## src/rtl/hazard_stall_unit.sv

```systemverilog
// rtl/hazard_stall_unit.sv - load-use / taken-branch / memory-wait stall and flush control
//
// Purpose: resolves the pipeline hazards that EX-stage forwarding cannot. A load whose
// result is needed by the instruction in ID stalls IF/ID and bubbles ID/EX for LOAD_LAT
// cycles. A taken branch in EX flushes IF/ID and bubbles ID/EX. A busy data memory
// freezes the back end of the pipe. Control outputs are combinational; the stall FSM and
// the saturating perf counters update on the rising clock edge.
//
// Ports:
//   clk, reset        rising-edge clock, asynchronous active-high reset
//   IFID_Rs1/Rs2      source registers of the ID instruction
//   IFID_UsesRs1/Rs2  ID instruction actually reads that source
//   IDEX_rd           destination register of the EX instruction
//   IDEX_MemRead      EX instruction is a load
//   EX_BranchTaken    branch/jump in EX resolved taken
//   mem_busy          data memory not ready this cycle
//   pc_write          PC may update
//   IFID_Write        IF/ID may load
//   IFID_Flush        IF/ID loads a NOP
//   IDEX_Bubble       ID/EX loads zeroed control
//   pipe_freeze       ID/EX, EX/MEM, MEM/WB hold
//   stall_cnt         load-use stall cycles, saturating
//   flush_cnt         taken-branch flush events, saturating

module hazard_stall_unit #(
  parameter int LOAD_LAT = 1,
  parameter int CNT_W    = 16
) (
  input  logic             clk,
  input  logic             reset,
  input  logic [4:0]       IFID_Rs1,
  input  logic [4:0]       IFID_Rs2,
  input  logic             IFID_UsesRs1,
  input  logic             IFID_UsesRs2,
  input  logic [4:0]       IDEX_rd,
  input  logic             IDEX_MemRead,
  input  logic             EX_BranchTaken,
  input  logic             mem_busy,
  output logic             pc_write,
  output logic             IFID_Write,
  output logic             IFID_Flush,
  output logic             IDEX_Bubble,
  output logic             pipe_freeze,
  output logic [CNT_W-1:0] stall_cnt,
  output logic [CNT_W-1:0] flush_cnt
);

  typedef enum logic {RUN, STALL} state_t;

  localparam logic [3:0]       REM_INIT = 4'(LOAD_LAT - 1);
  localparam logic [CNT_W-1:0] CNT_MAX  = '1;

  state_t     state;
  logic [3:0] remaining;
  logic       hazard;
  logic       stall_now;

  // Only looked at in RUN: once stalling, the bubble in EX clears IDEX_MemRead anyway,
  // so the remaining count alone decides how long the stall lasts.
  always_comb begin
    hazard = (state == RUN) && IDEX_MemRead && (IDEX_rd != 5'd0) &&
             ((IFID_UsesRs1 && (IDEX_rd == IFID_Rs1)) ||
              (IFID_UsesRs2 && (IDEX_rd == IFID_Rs2)));
  end

  assign stall_now = (state == STALL) || hazard;

  // Priority: reset > mem_busy > taken branch > load-use stall > free run.
  always_comb begin
    pc_write    = 1'b1;
    IFID_Write  = 1'b1;
    IFID_Flush  = 1'b0;
    IDEX_Bubble = 1'b0;
    pipe_freeze = 1'b0;
    if (reset) begin
      pc_write    = 1'b0;
      IFID_Write  = 1'b0;
      IFID_Flush  = 1'b1;
      IDEX_Bubble = 1'b1;
    end else if (mem_busy) begin
      pc_write    = 1'b0;
      IFID_Write  = 1'b0;
      pipe_freeze = 1'b1;
    end else if (EX_BranchTaken) begin
      IFID_Flush  = 1'b1;
      IDEX_Bubble = 1'b1;
    end else if (stall_now) begin
      pc_write    = 1'b0;
      IFID_Write  = 1'b0;
      IDEX_Bubble = 1'b1;
    end
  end

  // A frozen cycle changes nothing, so a stall always spans exactly LOAD_LAT
  // unfrozen cycles no matter how long the memory holds the pipe.
  always_ff @(posedge clk or posedge reset) begin
    if (reset) begin
      state     <= RUN;
      remaining <= 4'd0;
      stall_cnt <= '0;
      flush_cnt <= '0;
    end else if (!mem_busy) begin
      if (EX_BranchTaken) begin
        // The ID instruction is wrong-path, so any pending stall is moot.
        state     <= RUN;
        remaining <= 4'd0;
        if (flush_cnt != CNT_MAX) flush_cnt <= flush_cnt + CNT_W'(1);
      end else if (state == STALL) begin
        if (stall_cnt != CNT_MAX) stall_cnt <= stall_cnt + CNT_W'(1);
        remaining <= remaining - 4'd1;
        if (remaining == 4'd1) state <= RUN;
      end else if (hazard) begin
        if (stall_cnt != CNT_MAX) stall_cnt <= stall_cnt + CNT_W'(1);
        if (LOAD_LAT > 1) begin
          state     <= STALL;
          remaining <= REM_INIT;
        end
      end
    end
  end

endmodule

```

## config.mk

```make
export PLATFORM = sky130hd
export DESIGN_NAME = hazard_stall_unit
export DESIGN_NICKNAME = d
export VERILOG_FILES = /design/src/rtl/hazard_stall_unit.sv
export SDC_FILE = /design/constraint.sdc
export NUM_CORES = 1
export LEC_CHECK = 0
export CORE_MARGIN = 1
export CORE_UTILIZATION = 43
export DETAILED_ROUTE_END_ITERATION = 8
export GPL_ROUTABILITY_DRIVEN = 0
export GPL_TIMING_DRIVEN = 0
export PLACE_DENSITY = 0.74
export SYNTH_ARGS = -nofsm -noshare
export SYNTH_HDL_FRONTEND = slang
export SYNTH_SLANG_ARGS = --single-unit
```

## constraint.sdc

```tcl
create_clock -name clk -period 3.45 [get_ports clk]
set_input_delay 0.5175 -clock clk [delete_from_list [all_inputs] [get_ports clk]]
set_output_delay 0.5175 -clock clk [all_outputs]
set_load 0.1 [all_outputs]
```

==> impl_metrics.yaml <==
setup_path:
  cp.arrival_ps: 2780
  setup.worst_path.start_class: "input port"
  path_max_fanout: 3
  rr_startpoint: "stall_cnt[5]"
  slowest_stage: "clkdlybuf4s15_2"
  path_buf_inv: 2
  path_cells: "clkdlybuf4s50_1 -> or4_1 -> o21a_1 -> a21oi_1 -> nor2_1 -> nor3_4 -> clkdlybuf4s15_2"
  max_stage_delay_ps: 580
  rrSetupSlack_ps: 1210
  cp-end-kind: "output port"
  r2r-end: "stall_cnt[1]"
  crit_family: "buffers and inverters"
  worstSetupPathType: "in2out"
  crit_required_ps: 2930
  reg2reg_depth: 6
sta:
  fin_crit_sh_pct: 95.5
  rsz0062_at_grt: "no"
  tightest_slew_ps: 985
  worst_clock_skew_ps: 6.72
  hold_viol_final: 0
  max_freq_mhz: 303
  slew_violations: 0
  min_period_ps: 3300
  setup_violations: 0
  slew_headroom_pct: 34.1
  setup_ws_ps: 154
floorplan:
  pin_count: 59
  die_area_mm2: 0.00478
  fp.coreArea_mm2: 0.00435
  fp.dieH_um: 69.1
  initial_core_util_pct: 44.5
  die_x_um: 69.1
  fp-row-count: 24
pwr:
  p_total_mw: 1.38
  powerDensity_mw_per_mm2: 515
  peakVddDrop_v: 0.000719
  p_leak_nw: 1.15
grt:
  grt_pass1_vias: 1564
  grt_pass1_wl_um: 7270
  antenna_found_initial: 0
  use_met3_pct: 5.85
  gr-usage-all-layers_pct: 18.6
  grt-busiest-layer: "met2"
  overflow: 0
  met2_usage_pct: 29.7
  grt_max_degree: 39
  grtUsageMet1_pct: 25.0
drt:
  antenna_left: 0
  vias_per_cell: 5.14
  drt_iter0_markers: 46
  totalWireLength_um: 4030
  routedWlPerCell_um: 13.3
  route.detailed.drc: 0
  firstDrtPassIters: 4
  routed-via-count: 1562
clocking:
  cts_tree: "done"
  clockBufferDepth: 2
  post_cts_buffers: 0
  clk_pin_slew_ps: 60
  clock_sinks: 37
  clock_latency_ps: 280
  h-tree-depth: 2
  numCtsBuffers: 5
  cts_root_buffer: "clkbuf_8"
synth:
  synth_fp_nets: 213
  ys_seq_area_share_pct: 47.8
  synth_cell_types: 35
  syn_inst: 187
  ys_ff_latch: 37
  netlist_area_mm2: 0.00194
  synth_area_per_cell_um2: 10.4
  yosysWarnings: 0
final_layout:
  antennaDiodeCount: 0
  nets: 277
  synthToLayoutAreaGrowth_pct: 38.3
  final_layout_size_suffix_gt1_share_pct: 8.73
  final_cell_area_mm2: 0.00268
  final_core_util_pct: 61.5
  layoutNonFillerInstCount: 304
  fillers: 393
  seq_area_um2: 926
  multi_input_area_um2: 965
outcome:
  outcome: "finished clean"
placement:
  dp_cells: 296
  placed_area_mm2: 0.00259
  buffer_ports.inserted: 57
  pre_cts_ws_ps: -528
  hpwl_um: 2990
hold_path:
  holdCritStartpoint: "flush_cnt[15]"
  worst_hold_path.endpoint: "flush_cnt[15]"
  min_path_type: "reg2reg"
  hold_depth: 1
run:
  max_cap_viol_count: 0
[how the worst max path moves through the flow]
stage	startpoint	end	slack, ps	cells past startpoint
6_report	IDEX_rd[0]	IFID_Write	150	7
5_1_grt	IDEX_rd[0]	IFID_Write	20	7
4_1_cts	IDEX_rd[0]	pc_write	40	8
3_5_place_dp	IDEX_rd[0]	pc_write	-530	8
3_3_place_gp	IDEX_rd[0]	pc_write	-520	8
2_1_floorplan	reset	IDEX_Bubble	110	3
[sequential cells by signal, summed over array words and instances, names as in the netlist]
register   count
flush_cnt     16
remaining      4
stall_cnt     16
state          1
[what timing repair did]
item,4_1_cts,5_1_grt
hold buffers,0,0
pin swaps,0,0
hold endpoints to repair,0,0
resized for setup,7,4
endpoints found under the setup margin,3,2
[where the power goes]
group	switching, mW	internal [mW]
Combinational	0.391	0.139
Clock	0.144	0.180
Sequential	0.0534	0.473
Total	0.588	0.792
[area by class of cell]
class | instances | area share, %
Multi-Input combinational cell | 137 | 36.0
Timing Repair Buffer | 57 | 21.0
Clock buffer | 7 | 3.60
Clock inverter | 1 | 0.187
Inverter | 8 | 1.12
Buffer | 5 | 1.12
Sequential cell | 37 | 34.6
Tap cell | 52 | 2.43
[cell usage after synthesis]
library cell,instances,area [um2]
a31oi_2,1,12.5
nor2b_1,1,6.26
and3b_1,2,17.5
xor2_1,16,140
nand2b_1,1,6.26
a2111oi_2,1,15.0
or2_2,1,6.26
nor2_1,9,33.8
nand3_1,13,65.1
inv_1,8,30.0
xnor2_1,24,210
o21bai_1,2,15.0
o21ai_0,4,20.0
o31ai_1,1,7.51
a32o_1,1,10.0
clkbuf_1,3,11.3
mux2_2,1,11.3
dfrtp_1,37,926
nor4_1,8,50.1
or4_1,1,7.51
o22ai_1,1,6.26
buf_4,1,7.51
nand4_1,9,56.3
buf_6,1,11.3
o21a_1,2,15.0
nand2_1,15,56.3
a31oi_4,1,21.3
and3_1,4,25.0
nor3_1,7,35.0
mux2_1,1,11.3
and4_1,1,8.76
a21oi_1,3,15.0
or2_1,1,6.26
nor3_2,1,10.0
ha_1,4,50.1
[per-layer routing]
layer  up-vias  share of wire [%]
met5         -                  0
met4         0               0.84
met3         5                7.0
met2        48                 45
met1       734                 47
li1        775                  -
[layout by cell type (no fill, tap or decap), types with 2 or more instances in the layout]
cell,synthesis,layout
a21oi_1,3,3
and3_1,4,4
and3b_1,2,2
clkbuf_1,3,3
clkbuf_8,0,7
clkdlybuf4s50_1,0,54
dfrtp_1,37,37
ha_1,4,4
inv_1,8,7
nand2_1,15,14
nand3_1,13,13
nand4_1,9,9
nor2_1,9,9
nor3_1,7,6
nor4_1,8,8
o21a_1,2,2
o21ai_0,4,4
o21bai_1,2,2
xnor2_1,24,24
xor2_1,16,16
[per-stage QoR]
stage | setup TNS [ps] | hold slack, ps
3_5_place_dp | -1130 | 482
3_3_place_gp | -1770 | 478
2_1_floorplan | 0 | 452
6_report | 0 | 494
5_1_grt | 0 | 525
4_1_cts | 0 | 493
[cell families after synthesis]
| kind of cell | synth area share (%) |
|---|---|
| buf+inv | 3.10 |
| compound gates | 7.11 |
| fa+ha+maj | 2.58 |
| xor+xnor | 18.1 |
| simple gates | 20.2 |
| mux | 1.16 |
| flops | 47.8 |
(Power assumes the default switching activity.)
